[src/rtl/pipe_stage_reg.sv]
// Generic inter-stage pipeline register with valid/ready handshake, flush and a saturating stall counter.
// Define PIPE_SKID_EN to add a skid register so that in_ready comes straight from state.
module pipe_stage_reg #(
  parameter int unsigned WIDTH = 147,
  parameter int unsigned CNT_W = 16
) (
  input  logic             clk,
  input  logic             reset,
  input  logic             flush,
  input  logic             in_valid,
  output logic             in_ready,
  input  logic [WIDTH-1:0] in_data,
  output logic             out_valid,
  input  logic             out_ready,
  output logic [WIDTH-1:0] out_data,
  output logic [CNT_W-1:0] stall_cnt
);

  logic             accept;
  logic             consume;
  logic             valid_q;
  logic [WIDTH-1:0] main_q;
  logic [CNT_W-1:0] stall_cnt_q;

  assign accept    = in_valid & in_ready;
  assign consume   = valid_q & out_ready;
  assign out_valid = valid_q;
  assign out_data  = main_q;
  assign stall_cnt = stall_cnt_q;

  // Only reset clears the counter; a flush leaves the stall history intact.
  always_ff @(posedge clk or negedge reset) begin
    if (!reset) begin
      stall_cnt_q <= '0;
    end else if (valid_q && !out_ready && (stall_cnt_q != '1)) begin
      stall_cnt_q <= stall_cnt_q + CNT_W'(1);
    end
  end

`ifdef PIPE_SKID_EN

  typedef enum logic [1:0] {
    StEmpty = 2'd0,
    StFull  = 2'd1,
    StSkid  = 2'd2
  } state_e;

  state_e           state_q;
  logic [WIDTH-1:0] skid_q;

  assign in_ready = (state_q != StSkid);

  always_ff @(posedge clk or negedge reset) begin
    if (!reset) begin
      state_q <= StEmpty;
      valid_q <= 1'b0;
      main_q  <= '0;
      skid_q  <= '0;
    end else if (flush) begin
      state_q <= StEmpty;
      valid_q <= 1'b0;
      main_q  <= '0;
      skid_q  <= '0;
    end else begin
      unique case (state_q)
        StEmpty: begin
          if (accept) begin
            main_q  <= in_data;
            valid_q <= 1'b1;
            state_q <= StFull;
          end
        end
        StFull: begin
          if (accept && consume) begin
            main_q <= in_data;
          end else if (accept) begin
            // Downstream stalled: park the new beat behind the held one.
            skid_q  <= in_data;
            state_q <= StSkid;
          end else if (consume) begin
            valid_q <= 1'b0;
            state_q <= StEmpty;
          end
        end
        StSkid: begin
          if (consume) begin
            main_q  <= skid_q;
            state_q <= StFull;
          end
        end
        default: begin
          state_q <= StEmpty;
          valid_q <= 1'b0;
        end
      endcase
    end
  end

`else

  assign in_ready = out_ready | ~valid_q;

  always_ff @(posedge clk or negedge reset) begin
    if (!reset) begin
      valid_q <= 1'b0;
      main_q  <= '0;
    end else if (flush) begin
      valid_q <= 1'b0;
      main_q  <= '0;
    end else if (accept) begin
      main_q  <= in_data;
      valid_q <= 1'b1;
    end else if (consume) begin
      // Payload is left in place; only the valid bit drops.
      valid_q <= 1'b0;
    end
  end

`endif

endmodule

[config.mk]
export PLATFORM = sky130hd
export DESIGN_NAME = pipe_stage_reg
export DESIGN_NICKNAME = d
export VERILOG_FILES = /design/src/rtl/pipe_stage_reg.sv
export SDC_FILE = /design/constraint.sdc
export NUM_CORES = 1
export LEC_CHECK = 0
export ABC_AREA = 1
export BUFFER_PORTS_ARGS = -buffer_cell sky130_fd_sc_hd__buf_2
export CAP_MARGIN = 10
export CORE_MARGIN = 5
export CORE_UTILIZATION = 45
export DETAILED_ROUTE_END_ITERATION = 6
export PLACE_DENSITY = 0.77
export SLEW_MARGIN = 40
export SYNTH_ARGS = -nofsm -noshare
export SYNTH_HDL_FRONTEND = slang
export SYNTH_SLANG_ARGS = --single-unit
[constraint.sdc]
create_clock -name clk -period 3.67 [get_ports clk]
set_input_delay 0.1835 -clock clk [delete_from_list [all_inputs] [get_ports clk]]
set_output_delay 0.1835 -clock clk [all_outputs]
set_load 0.005 [all_outputs]
==> results.py, run 1 <==
metrics = {
    "worst_setup_path": {
        "crit_start": "out_valid",
        "path_max_fanout": 121,
        "regToRegSetupSlack_ns": 1.68,
        "cp.buffers_inverters": 3,
        "crit_path_start_kind": "flip-flop",
        "critPathCaptureType": "flip-flop",
        "regToRegEndpoint": "out_data[112]",
        "path_class": "flip-flop to flip-flop",
        "critPathCapture": "out_data[112]",
        "cp.required_ns": 3.97,
        "cp.arrival_ns": 2.29,
        "crit_chain": "inv_1, nor2_4, o21ai_4, buf_16, buf_12, nand3_1, o21ai_0",
        "cp_slowest_cell": "o21ai_4",
        "cp_slowest_stage_delay_ns": 0.47,
        "regToRegStartpoint": "out_valid",
        "worstSetupPathDepth": 7,
        "reg2reg_depth": 7,
        "crit_family": "buffers and inverters",
    },
    "cells_and_area": {
        "layout.cells.non_filler": 1400,
        "layout.nets": 1329,
        "most-common-layout-cells": "buf_2 (315), dfrtp_1 (164), inv_1 (162), nand3_1 (152), o21ai_0 (139)",
        "antenna_cells": 0,
        "fin_area_mm2": 0.0103,
        "layout_commonest_cell": "buf_2",
        "drive_gt1_frac": 0.307,
        "syn_to_final_growth_pct": 46.5,
    },
    "placement": {
        "gp_congestion": 0.798,
        "dp_cells": 1272,
        "post-dp-hpwl_um": 13700,
        "placedInstanceArea_mm2": 0.00872,
        "io_buffers": 316,
    },
    "pwr": {
        "p_per_area_mw_per_mm2": 436,
        "p_total_mw": 4.47,
        "p_leak_nw": 5.33,
        "ir_drop_mv": 0.316,
    },
    "clocking": {
        "clockBufferDepth": 2,
        "cts_tree": "built",
        "numClockSinks": 164,
        "cts.htree.levels": 4,
        "postCtsResizedCells": 0,
        "cts-root-buf": "clkbuf_16",
        "cts_hold_buf": 95,
        "clk_latency_ns": 0.42,
        "cts.clk_slew.worst_paths_ns": 0.07,
        "post-cts-setup-buffers": 0,
        "cts_inserted_buffers": 17,
    },
    "routing": {
        "dr.pass1.iters": 5,
        "vias_per_cell": 4.88,
        "routed_wl_um": 21100,
        "wl_per_cell_um": 15.1,
        "ant_nets": 0,
        "drtIter0Drc": 469,
        "via_count": 6832,
        "drc_errors": 0,
    },
    "synthesis": {
        "synth.avg_cell_area_um2": 8.87,
        "synth_area_mm2": 0.00700,
        "synth.yosys.seq_area_share": 0.586,
        "syn_inst": 789,
        "synth.distinct_cells": 24,
        "ys_ff_latch": 164,
        "syn_nets": 942,
        "yosys_warnings": 0,
    },
    "worst_hold_path": {
        "worstHoldStart": "in_data[33]",
        "worstHoldPathType": "primary input to flip-flop",
    },
    "floorplanning": {
        "start_util": 0.459,
        "pin_count": 317,
        "dieHeight_um": 135,
        "rows": 45,
        "core_area_mm2": 0.0153,
        "die_area_mm2": 0.0182,
        "die_w_um": 135,
    },
    "timing": {
        "fin_crit_sh": 0.541,
        "finalClockSkew_ns": 0.00992,
        "maxSlewViolCount": 0,
        "setup_viol": 0,
        "rsz0062_at_grt": "false",
        "worst_pin_slew_ns": 0.823,
        "fin_tns_setup_ns": 0,
        "max_freq_mhz": 503,
        "finalCriticalPeriod_ns": 1.99,
        "slew_headroom": 0.451,
        "hold_violations": 0,
    },
    "grt": {
        "grt_pass1_wl_um": 33700,
        "grt_max_degree": 129,
        "grt_pass1_vias": 6602,
        "grt_usage": 0.231,
        "antenna_found_initial": 0,
        "globalRouteOverflowTotal": 0,
    },
    "outcome": {
        "status": "completed",
    },
    "job": {
        "maxCapViolCount": 0,
    },
}
==> worst reg2reg max path, cell delays in order, from the launching register on <==
cell and delay [ns]:
dfrtp_1 0.38, inv_1 0.09, nor2_4 0.06, o21ai_4 0.47, buf_16 0.23, buf_12 0.34, nand3_1 0.14, o21ai_0 0.15
==> layer usage <==
layer | routed length, um | track usage | part of all wire
met5 | 0 | 0 | 0
met4 | 570 | 0.0882 | 0.027
met3 | 1700 | 0.0611 | 0.080
met2 | 10600 | 0.389 | 0.50
met1 | 8250 | 0.284 | 0.39
==> stage by stage <==
stage | utilization | hold WS [ns] | setup WS (ns)
finish | 0.672 | 0.0101 | 1.68
global route | 0.672 | 0.0136 | 1.46
CTS | 0.670 | 0.000196 | 1.70
detailed placement | 0.572 | 0.305 | 1.72
global placement | 0.570 | 0.395 | 1.60
floorplan | - | -0.112 | 2.22
==> kinds of logic (layout without fill, tap and decap cells) <==
family | count (synthesis) | count (layout) | share of synthesized area
and+or+nand+nor | 244 | 244 | 0.164
AOI/OAI and AO/OA | 160 | 160 | 0.119
buffers and inverters | 214 | 614 | 0.122
adders and majority gates | 1 | 1 | 0.00179
xor gates and xnor gates | 6 | 6 | 0.00751
DFF | 164 | 164 | 0.586
==> report_power, final <==
group	switching [mW]	internal [mW]
Sequential	0.113	1.97
Clock	0.769	0.890
Combinational	0.386	0.349
Total	1.27	3.21
==> cell usage after synthesis <==
cell      count  area share
a21oi_1       1     0.00071
buf_1         9      0.0048
buf_2        24       0.017
buf_6         2      0.0032
clkbuf_1     11      0.0059
clkbuf_2      4      0.0029
dfrtp_1     164        0.59
ha_1          1      0.0018
inv_1       163       0.087
inv_2         1     0.00054
nand2_1      66       0.035
nand2_2       2      0.0018
nand3_1     152        0.11
nand3b_1      1      0.0011
nand4_1       3      0.0027
nor2_1       16      0.0086
nor2_2        1     0.00089
nor2_4        3      0.0048
o21ai_0     139       0.099
o21ai_1      16       0.011
o21ai_2       2      0.0025
o21ai_4       2      0.0046
xnor2_1       3      0.0038
xor2_1        3      0.0038
==> registers in the layout (all words and copies together), names as in the netlist <==
register	cells
out_data	147
out_valid	1
stall_cnt	16
==> final cells by class <==
class,instances,area [um2]
tap,211,264
multi-input combinational,411,2040
fill,1133,5000
inverter,164,618
sequential,164,4100
clock inverter,13,119
clock buffer,19,433
timing repair buffer,418,2670
==> worst min-delay path by stage <==
stage	endpoint	slack, ns	depth (start not counted)
4_1_cts	out_data[103]	0.0002	3
2_1_floorplan	out_data[0]	-0.11	0
3_3_place_gp	stall_cnt[13]	0.39	1
5_1_grt	out_data[16]	0.01	3
6_report	out_data[33]	0.01	3
3_5_place_dp	stall_cnt[15]	0.30	1
(Power assumes the default switching activity.)
==> run 2: changes to the inputs <==
--- a/config.mk
+++ b/config.mk
@@ -5,13 +5,13 @@
 export SDC_FILE = /design/constraint.sdc
 export NUM_CORES = 1
 export LEC_CHECK = 0
-export ABC_AREA = 1
+export ABC_AREA = 0
 export BUFFER_PORTS_ARGS = -buffer_cell sky130_fd_sc_hd__buf_2
 export CAP_MARGIN = 10
 export CORE_MARGIN = 5
 export CORE_UTILIZATION = 45
 export DETAILED_ROUTE_END_ITERATION = 6
-export PLACE_DENSITY = 0.77
+export PLACE_DENSITY = 0.8
 export SLEW_MARGIN = 40
 export SYNTH_ARGS = -nofsm -noshare
 export SYNTH_HDL_FRONTEND = slang
==> constraint.sdc (replaced) <==
create_clock -name clk -period 2 [get_ports clk]
set_input_delay 0.1 -clock clk [delete_from_list [all_inputs] [get_ports clk]]
set_output_delay 0.1 -clock clk [all_outputs]
set_load 0.005 [all_outputs]
==> run 2 against run 1 <==
Net effect: core utilization is 8.5 points higher; worst hold slack better by 0.18 ns; clock power is 120% higher; synthesized area is 14% lower; critical path type unchanged; critical endpoint is now stall_cnt[1]; highest routed layer unchanged.
==> results.py, run 2 <==
metrics = {
    "worst_setup_path": {
        "critPathCaptureType": "flip-flop",
        "critPathCapture": "stall_cnt[1]",
        "reg2reg_depth": 5,
        "worstSetupPathDepth": 5,
        "path_class": "flip-flop to flip-flop",
        "cp_slowest_stage_delay_ns": 0.47,
        "crit_chain": "ha_1, nand4_2, nor4_4, nor2_2, mux2_4",
        "crit_start": "stall_cnt[0]",
        "cp.required_ns": 2.30,
        "path_max_fanout": 6,
        "crit_family": "simple AND/OR/NAND/NOR gates",
        "cp.arrival_ns": 2.08,
        "cp.buffers_inverters": 0,
        "regToRegStartpoint": "stall_cnt[0]",
        "regToRegSetupSlack_ns": 0.22,
        "regToRegEndpoint": "stall_cnt[1]",
        "cp_slowest_cell": "nor4_4",
        "crit_path_start_kind": "flip-flop",
    },
    "pwr": {
        "p_per_area_mw_per_mm2": 853,
        "power.net_switching_mw": 2.04,
        "combPwrFrac": 0.141,
        "p_clk_frac": 0.420,
        "sw_frac_of_total": 0.240,
        "ir_drop_mv": 0.522,
        "p_int_mw": 6.47,
        "p_leak_nw": 5.40,
        "pwr-share-seq": 0.439,
    },
    "job": {
        "maxCapViolCount": 0,
    },
    "cells_and_area": {
        "syn_to_final_growth_pct": 65.3,
        "most-common-layout-cells": "buf_2 (315), dfrtp_1 (164), dlygate4sd3_1 (150), a22o_1 (147), clkbuf_16 (17)",
        "largest_reg_flops": 147,
        "layout.nets": 1019,
        "layout_commonest_cell": "buf_2",
        "drive_gt1_frac": 0.418,
    },
    "clocking": {
        "cts.htree.levels": 4,
        "numClockSinks": 164,
        "clockBufferDepth": 2,
        "cts-root-buf": "clkbuf_16",
        "clk_latency_ns": 0.42,
        "cts_inserted_buffers": 17,
        "cts.clk_slew.worst_paths_ns": 0.06,
        "postCtsResizedCells": 0,
        "cts_tree": "built",
    },
    "synthesis": {
        "yosys.area.top_type": "dfrtp_1",
        "netlist_top_cells_area": "dfrtp_1 (68%), a22o_1 (21%), buf_2 (2.4%), xor2_1 (1.3%), nand3_1 (0.58%)",
        "synthMostInstantiatedCell": "dfrtp_1",
        "synth-main-ff-cell": "dfrtp_1",
        "synth_edf_count": 0,
        "synth.distinct_cells": 32,
        "synth_top_area_frac": 0.679,
        "ys_ff_latch": 164,
        "synth_common_cells": "dfrtp_1 (164), a22o_1 (147), buf_2 (29)",
        "syn_nets": 562,
        "yosys_warnings": 0,
        "synth.yosys.seq_area_share": 0.679,
        "synth_area_mm2": 0.00604,
        "synth.avg_cell_area_um2": 14.8,
        "synthArstFlopShare": 1.00,
        "syn_inst": 409,
    },
    "timing": {
        "finalClockSkew_ns": 0.00504,
        "setup_slack_ns": 0.217,
        "maxSlewViolCount": 0,
        "hold_violations": 0,
        "rsz0062_at_grt": "false",
        "finalCriticalPeriod_ns": 1.78,
        "slew_headroom": 0.679,
        "fin_crit_sh": 0.892,
        "hold_slack_ns": 0.189,
        "max_freq_mhz": 561,
        "worst_pin_slew_ns": 0.481,
        "fin_tns_setup_ns": 0,
        "setup_viol": 0,
    },
    "routing": {
        "drc_errors": 0,
        "vias_per_cell": 5.38,
        "wl_per_cell_um": 20.3,
        "drtIter0Drc": 425,
        "via_count": 5699,
        "dr.pass1.iters": 5,
        "ant_nets": 0,
        "routed_wl_um": 21500,
    },
    "floorplanning": {
        "die_w_um": 126,
        "start_util": 0.458,
        "pin_count": 317,
        "core_area_mm2": 0.0132,
        "die_area_mm2": 0.0158,
        "dieHeight_um": 126,
        "rows": 42,
    },
    "grt": {
        "grt_usage": 0.274,
        "antenna_found_initial": 4,
        "globalRouteOverflowTotal": 0,
        "grt_pass1_vias": 6243,
        "grt_pass1_wl_um": 34100,
        "grt_max_degree": 80,
    },
    "outcome": {
        "status": "completed",
    },
    "placement": {
        "pre_cts_ws_ns": 0.214,
        "io_buffers": 316,
        "gp_congestion": 0.867,
        "post-dp-hpwl_um": 11700,
    },
    "worst_hold_path": {
        "worstHoldPathType": "primary input to asynchronous set/reset pin",
    },
}
[run 2: stage by stage]
stage,instance area (um2),std cells,power [mW],util
3_5_place_dp,7810,873,4.70,0.592
5_1_grt,9980,1059,8.84,0.757
6_report,9980,1059,8.51,0.757
3_3_place_gp,7810,873,4.66,0.592
2_1_floorplan,6040,409,4.13,-
4_1_cts,9970,1055,8.50,0.756
[run 2: area by class of cell]
type	count	area, um2
well taps	176	220
diodes	4	10.0
multi-input cells	208	1760
clock inverters	10	169
inverters	2	7.51
fillers	736	3210
repair buffers	473	3220
clock buffers	22	494
flip-flops and latches	164	4100
[run 2: worst min-delay path by stage]
stage	slack, ns	endpoint	startpoint	cells after the start
after floorplan	-0.20	out_data[0]	reset	0
after global placement	0.07	out_data[29]	reset	1
after detailed placement	0.07	out_data[22]	reset	1
after CTS	0.19	out_data[22]	reset	2
after global routing	0.23	stall_cnt[2]	out_ready	4
final	0.19	out_data[22]	reset	2
[run 2: metal layers]
layer  global-route usage  vias to the layer above  part of all wire
li1                     -                     2478                 -
met1                0.316                     2808              0.37
met2                0.468                      338              0.50
met4                0.134                        0             0.048
met5                    0                        -                 0
met3               0.0813                       75             0.080
[run 2: cell families (layout without fill, tap and decap cells)]
group | count (synthesis) | count (layout) | synth area share
flip-flops | 164 | 164 | 0.679
AND/OR/NAND/NOR | 39 | 39 | 0.0431
multiplexers | 4 | 4 | 0.00787
adder cells (fa/ha/maj) | 1 | 1 | 0.00207
XOR/XNOR | 12 | 12 | 0.0174
AO/OA/AOI/OAI | 152 | 152 | 0.218
buffers and inverters | 37 | 507 | 0.0321
other | 0 | 4 | 0
[run 2: power by group through the flow]
stage | clock network, mW | logic [mW] | registers, mW
after global routing | 3.79 | 1.29 | 3.76
after CTS | 3.61 | 1.16 | 3.72
after floorplan | 0 | 0.341 | 3.78
final | 3.58 | 1.20 | 3.74
after global placement | 0 | 0.898 | 3.76
after detailed placement | 0 | 0.927 | 3.77
[run 2: repair_timing]
| item | CTS | global route |
|---|---|---|
| hold buffers | 150 | 0 |
| endpoints found under the hold margin | 195 | 0 |
| setup buffers | 0 | 0 |
